`config.mk`:
```
export PLATFORM = sky130hd
export DESIGN_NAME = seq_detect_scheduler
export DESIGN_NICKNAME = d
export VERILOG_FILES = /design/src/rtl/seq_detect_scheduler.sv
export SDC_FILE = /design/constraint.sdc
export NUM_CORES = 1
export LEC_CHECK = 0
export CELL_PAD_IN_SITES_DETAIL_PLACEMENT = 0
export CELL_PAD_IN_SITES_GLOBAL_PLACEMENT = 1
export CORE_MARGIN = 2
export CORE_UTILIZATION = 30
export DETAILED_ROUTE_END_ITERATION = 10
export DONT_BUFFER_PORTS = 1
export PLACE_DENSITY_LB_ADDON = 0.1
export SLEW_MARGIN = 20
export SYNTH_ARGS = -nofsm -noshare
export SYNTH_HDL_FRONTEND = slang
export SYNTH_SLANG_ARGS = --single-unit
```
`constraint.sdc`:
```
create_clock -name clk -period 2.7 [get_ports clk]
set_clock_uncertainty 0.1 [all_clocks]
set_input_delay 0.27 -clock clk [delete_from_list [all_inputs] [get_ports clk]]
set_output_delay 0.27 -clock clk [all_outputs]
set_load 0.01 [all_outputs]
```
`src/rtl/seq_detect_scheduler.sv`:
```
// -----------------------------------------------------------------------------
// seq_detect_scheduler
//
// One shared "RUN_LEN consecutive 1s" Mealy detector time-multiplexed across
// NUM_CH serial requesters. A round-robin arbiter accepts at most one bit per
// cycle. Each channel keeps its own run-length context. Every detection is
// reported one cycle later with its channel ID and a saturating running total.
//
// Ports:
//   clk        in   rising-edge system clock
//   reset      in   asynchronous active-low reset
//   enable     in   1 = arbitration/detection active, 0 = no grants
//   ch_valid   in   [NUM_CH]  per-channel bit offer
//   ch_bit     in   [NUM_CH]  per-channel data bit (sampled on accept)
//   ch_clr     in   [NUM_CH]  per-channel synchronous run-context clear
//   ch_ready   out  [NUM_CH]  one-hot grant (combinational)
//   detected   out  registered one-cycle detection pulse
//   det_ch     out  [clog2(NUM_CH)] channel of the last detection
//   det_total  out  [TOT_W]   saturating detection count since reset
// -----------------------------------------------------------------------------
module seq_detect_scheduler #(
    parameter int NUM_CH  = 4,
    parameter int RUN_LEN = 3,
    parameter int TOT_W   = 8
) (
    input  logic                      clk,
    input  logic                      reset,
    input  logic                      enable,
    input  logic [NUM_CH-1:0]         ch_valid,
    input  logic [NUM_CH-1:0]         ch_bit,
    input  logic [NUM_CH-1:0]         ch_clr,
    output logic [NUM_CH-1:0]         ch_ready,
    output logic                      detected,
    output logic [$clog2(NUM_CH)-1:0] det_ch,
    output logic [TOT_W-1:0]          det_total
);

    localparam int CH_W  = $clog2(NUM_CH);
    localparam int CNT_W = $clog2(RUN_LEN);
    localparam logic [CNT_W-1:0] CNT_MAX  = CNT_W'(RUN_LEN - 1);
    localparam logic [CH_W-1:0]  LAST_CH  = CH_W'(NUM_CH - 1);

    logic [CH_W-1:0]  ptr_q, ptr_d;
    logic [CNT_W-1:0] cnt_q [NUM_CH];
    logic [CNT_W-1:0] cnt_d [NUM_CH];
    logic             detected_q, detected_d;
    logic [CH_W-1:0]  det_ch_q, det_ch_d;
    logic [TOT_W-1:0] det_total_q, det_total_d;

    logic             found;
    logic [CH_W-1:0]  gnt_idx;
    logic [CH_W-1:0]  scan_idx;
    int unsigned      scan_sum;
    logic             det_hit;

    // Round-robin search starting at ptr_q. Because ready is only raised on a
    // valid channel, "found" is also the accept strobe for this cycle.
    // NOTE: every signal driven here gets a default first so no path leaves it
    // unassigned; otherwise synthesis infers a latch.
    always_comb begin
        found    = 1'b0;
        gnt_idx  = '0;
        scan_idx = '0;
        scan_sum = 0;
        ch_ready = '0;
        if (reset && enable) begin
            for (int k = 0; k < NUM_CH; k++) begin
                scan_sum = int'(ptr_q) + k;
                if (scan_sum >= NUM_CH) begin
                    scan_sum = scan_sum - NUM_CH;
                end
                scan_idx = CH_W'(scan_sum);
                if (!found && ch_valid[scan_idx]) begin
                    found   = 1'b1;
                    gnt_idx = scan_idx;
                end
            end
        end
        for (int i = 0; i < NUM_CH; i++) begin
            ch_ready[i] = found && (gnt_idx == CH_W'(i));
        end
    end

    // Context update and Mealy detection for the granted channel.
    always_comb begin
        det_hit = 1'b0;
        for (int i = 0; i < NUM_CH; i++) begin
            cnt_d[i] = cnt_q[i];
        end

        if (found) begin
            if (!ch_bit[gnt_idx]) begin
                cnt_d[gnt_idx] = '0;
            end else if (cnt_q[gnt_idx] == CNT_MAX) begin
                // Counter parks at its maximum so every further 1 re-detects
                // (overlapping runs). A coincident clear suppresses the hit.
                det_hit = !ch_clr[gnt_idx];
            end else begin
                cnt_d[gnt_idx] = cnt_q[gnt_idx] + 1'b1;
            end
        end

        // Clear is applied last so it overrides any accept on the same channel.
        for (int i = 0; i < NUM_CH; i++) begin
            if (ch_clr[i]) begin
                cnt_d[i] = '0;
            end
        end

        if (found) begin
            ptr_d = (gnt_idx == LAST_CH) ? '0 : gnt_idx + 1'b1;
        end else begin
            ptr_d = ptr_q;
        end

        detected_d  = det_hit;
        det_ch_d    = det_hit ? gnt_idx : det_ch_q;
        det_total_d = (det_hit && (det_total_q != '1)) ? det_total_q + 1'b1
                                                       : det_total_q;
    end

    // NOTE: state registers use non-blocking assignments so every flop samples
    // the pre-edge values regardless of statement order.
    // NOTE: the per-channel context array is reset too; it is only a few flops
    // and a reset mid-run must discard every partial run.
    always_ff @(posedge clk or negedge reset) begin
        if (!reset) begin
            ptr_q       <= '0;
            detected_q  <= 1'b0;
            det_ch_q    <= '0;
            det_total_q <= '0;
            for (int i = 0; i < NUM_CH; i++) begin
                cnt_q[i] <= '0;
            end
        end else begin
            ptr_q       <= ptr_d;
            detected_q  <= detected_d;
            det_ch_q    <= det_ch_d;
            det_total_q <= det_total_d;
            for (int i = 0; i < NUM_CH; i++) begin
                cnt_q[i] <= cnt_d[i];
            end
        end
    end

    assign detected  = detected_q;
    assign det_ch    = det_ch_q;
    assign det_total = det_total_q;

endmodule

```
Word level (Yosys, flattened, before mapping):

Index checks and enable logic that the tools add are counted.

* add/subtract/negate cells: 10
* $lt $le $gt $ge: 11
* equal/unequal tests: 9
* mux-type cells: 50
* bitwise operators: 3
* reduce and logical (&&, ||, !) cells: 23

Operators by type and width (number)
* $mux W2: 21
* $mux W8: 3
* $mux W1: 17
* $lt A2 B3 Y1 const B: 5
* $bmux W1 S2: 6
* $ge A3 B3 Y1 const B: 4
* $ne A3 B3 Y1 const B: 4
* $logic_and A1 B1 Y1: 10
* $add A8 B1 Y8 const B: 1
* $and A8 B8 Y8: 1
* $bwmux W8: 1
* $ne A8 B8 Y1 const B: 1
* $not A8 Y8: 1
* $reduce_and A2 Y1: 4
* $reduce_bool A2 Y1: 4
* $sub A2 B1 Y2 const B: 4
* $add A2 B2 Y3 const B: 2
* $eq A2 B2 Y1 const B: 3
* $add A2 B1 Y2 const B: 2
* $bmux W2 S2: 1
* $demux W2 S2: 1
* $logic_not A1 Y1: 4
* $add A2 B1 Y3 const B: 1
* $ge A2 B3 Y1 const B: 1
* other kinds (4): 4

* flip-flop bits (word level): 21
* input port bits: 15
* output and inout port bits: 15
* logic and storage cells: 114

Logic depth before layout (Yosys ltp):

* word-level depth: 29
* depth in mapped cells: 14

Least setup slack after synthesis:

No wires, ideal clock.

* path kind: reg2reg
* from: register ptr_q[0]
* to: register det_total_q[1] (netlist: det_total[1])
* setup time: 128 ps
* arrival time: 2581 ps
* data required time: 2472 ps
* slack: -108 ps
* stages on the path, launching flop included: 11
* clock period less this slack: 2808 ps
* path through: dfrtp_1 > inv_1 > a221o_1 > and3_1 > buf_6 > mux2_4 > o21ai_0 > ha_1 > buf_1 > nand4_1 > mux2_1

* cells in the longest elaborated chain, start to end: 28
* elaborated cells between the ends (all ways): 60
* those cells by class: add/sub (7); order compare (4); eq/ne (1); mux (39); bitwise (1); reduce/logical (8)

RTL lines
* start: declaration: RTL line 43 `logic [CH_W-1:0] ptr_q, ptr_d;`
* start signal: assignment: RTL line 136 `ptr_q <= ptr_d;`
* $ge A2 B3 Y1 or $sub A2 B1 Y2 (tied branches): RTL line 69, 70
* $mux W2: RTL line 69 `if (scan_sum >= NUM_CH) begin`
* $mux W2: RTL line 66 `if (reset && enable) begin`
* $bmux W1 S2: RTL line 73 `if (!found && ch_valid[scan_idx]) begin`
* $mux W1 (not written as such): RTL line 73
* $mux W1: RTL line 73
* $mux W1: RTL line 66
* $logic_not A1 Y1: RTL line 73
* [... 11 more ...]
* via gnt_idx[1]: RTL line 51 `logic [CH_W-1:0] gnt_idx;`
* $not A2 Y3 (not written as such): RTL line 94 `end else if (cnt_q[gnt_idx] == CNT_MAX) begin`
* $bmux W2 S2: RTL line 94
* $mux W2 (not written as such) (2 in a row): RTL line 94
* $eq A2 B2 Y1: RTL line 94
* $mux W1: RTL line 94
* $mux W1 (*): RTL line 92 `if (!ch_bit[gnt_idx]) begin`
* $mux W1 (*): RTL line 91 `if (found) begin`
* $logic_and A1 B1 Y1 (*): RTL line 118 `det_total_d = (det_hit && (det_total_q != '1)) ? det_total_q + 1'b1`
* end signal: assignment: RTL line 139 `det_total_q <= det_total_d;`
* end: declaration: RTL line 48 `logic [TOT_W-1:0] det_total_q, det_total_d;`

Mark *: on every way through the listed nets, which the timed path passes. The rest lies on a longest branch. The select of a mux whose other input is x is not followed.
A chain may end at the register's enable or synchronous reset.

Final worst setup path:

* from: register ptr_q[0]
* to: register cnt_q[2] (netlist bit)

* cells in the longest elaborated chain, start to end: 29
* elaborated cells between the ends (all ways): 69
* those cells by class: add/sub (8); order compare (6); eq/ne (2); mux (41); bitwise (3); reduce/logical (9)

RTL lines
* $ge A2 B3 Y1 or $sub A2 B1 Y2 (tied branches): RTL line 69, 70
* $mux W2: RTL line 69
* $mux W2: RTL line 66
* $bmux W1 S2: RTL line 73
* $mux W1 (not written as such): RTL line 73
* $mux W1: RTL line 73
* $mux W1: RTL line 66
* $logic_not A1 Y1: RTL line 73
* [... 13 more ...]
* $mux W2 (not written as such) or $logic_and A1 B1 Y1 (tied branches): RTL line 94, 99, 93
* $mux W2 (on tied branches): RTL line 94, 99, 93
* $add A2 B1 Y2 or $demux W2 S2 (tied branches): RTL line 99, 93
* $bwmux W8 or $not A8 Y8 (tied branches)
* $mux W8 or $and A8 B8 Y8 (tied branches)
* $mux W8: RTL line 92
* $mux W8: RTL line 91
* $mux W2: RTL line 105 `if (ch_clr[i]) begin`
* end signal: indexed assignment: RTL line 141 `cnt_q[i] <= cnt_d[i];`
* end: declaration: RTL line 44 `logic [CNT_W-1:0] cnt_q [NUM_CH];`

Several ways; a longest one is shown, not always the timed one. The select of a mux whose other input is x is not followed.

==> out/metrics.yaml <==
layout_commonest_cell: "dfrtp_1"
cts.sinks: 21
start_util: 0.308
dp_hpwl_um: 2810
grt_antenna_before_repair: 0
num_rows: 25
status: "finished, final reports clean"
setup_viol: 0
drive_gt1_frac: 0.324
rsz0062_at_grt: "no"
drt_iter0_drc: 43
ys_types: 42
vias: 1186
first_global_vias: 1232
max_cap_viol_count: 0
wire_per_inst_um: 16.3
path_clk_slew_ns: 0.08
syn_to_final_growth_pct: 25.2
min_path_type: "input port to flip-flop"
cts_buffers: 3
required_ns: 2.79
mostFrequentLayoutCells: "dfrtp_1, buf_4, nand2_1, nand2b_1, nor2_1"
place_congestion: 0.793
diodes: 0
worstMarginPinSlew_ns: 0.500
htreeDepth: 1
grt_pass1_wl_um: 6080
syn_inst: 149
clk_path_buf_depth: 2
die_y_um: 73.4
syn_nets: 170
end_kind: "flip-flop"
ant_nets: 0
async_reset_ff_frac: 1.00
ioPinCount: 30
min_period_over_period: 0.937
synth-edff-count: 0
powerDensity_nw_per_um2: 471
critPathLaunchType: "flip-flop"
synth-seq-cells: 21
synth-seq-area-share: 0.364
synth_warnings: 0
wl_um: 3690
drt_first_pass_iters: 4
synth_ff_type: "dfrtp_1"
hold_violations: 0
syn_avg_cell_area_um2: 9.70
critical_path_class: "flip-flop to flip-flop"
syn_area_um2: 1450
p_leak_uw: 0.000840
portBuffers: 0
cts_root_buf: "clkbuf_8"
grt_max_degree: 22
ir_drop_mv: 0.197
final_nets: 195
fin_crit_ns: 2.53
cts_tree: "yes"
die-area_um2: 5390
fin_total_pwr_uw: 853
via_per_inst: 5.22
slew_headroom: 0.666
overflow: 0
fmax_mhz: 395
fp.coreArea_um2: 4690
cp.arrival_ns: 2.62
clk_latency_ns: 0.26
die_w_um: 73.4
final_max_slew_viol_count: 0
drc_errors: 0
crit_fanout: 6
finalSetupTns_ns: 0
track_usage: 0.149
[synthesized netlist by cell type (5+ instances only)]
| cell type | count | area share |
|---|---|---|
| ha_1 | 6 | 0.052 |
| nor2_1 | 12 | 0.031 |
| nand2b_1 | 12 | 0.052 |
| inv_1 | 6 | 0.016 |
| and3_1 | 9 | 0.039 |
| nand3_1 | 8 | 0.028 |
| dfrtp_1 | 21 | 0.36 |
| xnor2_1 | 5 | 0.030 |
| nand2_1 | 12 | 0.031 |
| a21oi_1 | 5 | 0.017 |
[layer usage]
metal | routed length (um) | share of wire | GRT usage
met5 | 0 | 0 | 0
met4 | 50 | 0.014 | 0.0566
met3 | 138 | 0.037 | 0.0357
met2 | 1870 | 0.51 | 0.249
met1 | 1630 | 0.44 | 0.184
[state kept, by name, summed over array words and instances, names as in the netlist]
signal / flops
cnt_q: 8
detected: 1
det_total: 8
ptr_q: 2
det_ch: 2
[critical path, stage by stage (launching register included)]
cell       delay [ns]
dfrtp_1          0.40
inv_1            0.07
a221o_1          0.33
and3_4           0.21
buf_4            0.16
mux2i_4          0.17
a21oi_2          0.09
ha_4             0.18
or4_4            0.49
o31ai_4          0.11
o2bb2ai_1        0.16
[what timing repair did]
item,4_1_cts,5_1_grt
gates resized for setup,2,18
setup endpoints to repair,4,20
pin swaps,0,11
hold endpoints to repair,21,21
setup buffers,0,5
cloned,0,0
hold buffers,1,1
[worst paths after layout]
path / from / endpoint / slack [ns] / cells past startpoint
min reg2reg: cnt_q[0] / cnt_q[0] / 0.47 / 2
min: ch_clr[2] / cnt_q[3] / 0.009 / 1
min in group asynchronous: reset / cnt_q[5] / 0.41 / 2
max in group asynchronous: reset / ptr_q[0] / 1.74 / 2
max reg2reg: ptr_q[0] / cnt_q[2] / 0.17 / 10
max: ptr_q[0] / cnt_q[2] / 0.17 / 10
[per-stage QoR]
step                      cell area [um2]  hold WS, ns  setup slack [ns]  std cells   util
after floorplan                      1450       -0.126            0.0690        149      -
after global placement               1610       -0.125            0.0361        216  0.342
after detailed placement             1610       -0.125           -0.0602        216  0.342
after CTS                            1670      0.00334           0.00973        221  0.355
after global routing                 1810      0.00759            0.0241        227  0.386
final                                1810      0.00893             0.170        227  0.386
[where the power goes]
part | total (uW) | switching, uW | leakage, uW | internal (uW)
sequential | 370 | 33.0 | 0.000288 | 337
combinational | 271 | 132 | 0.000530 | 139
clock | 211 | 106 | 0.0000228 | 105
total | 853 | 272 | 0.000840 | 581
[logic make-up (layout without fill, tap and decap cells)]
group | count (synthesis) | after routing | synth area share
simple gates | 68 | 68 | 0.261
compound gates | 26 | 26 | 0.146
flops | 21 | 21 | 0.364
mux | 12 | 12 | 0.106
buf+inv | 11 | 35 | 0.0398
fa+ha+maj | 6 | 6 | 0.0519
xor+xnor | 5 | 5 | 0.0303
[cell type report]
cell class | instances | area (um2)
Fill cell | 486 | 2880
Multi-Input combinational cell | 117 | 947
Sequential cell | 21 | 526
Timing Repair Buffer | 23 | 193
Tap cell | 54 | 67.6
Clock buffer | 4 | 45.0
Inverter | 8 | 31.3
Note: power is estimated with default switching activity, not from simulation.
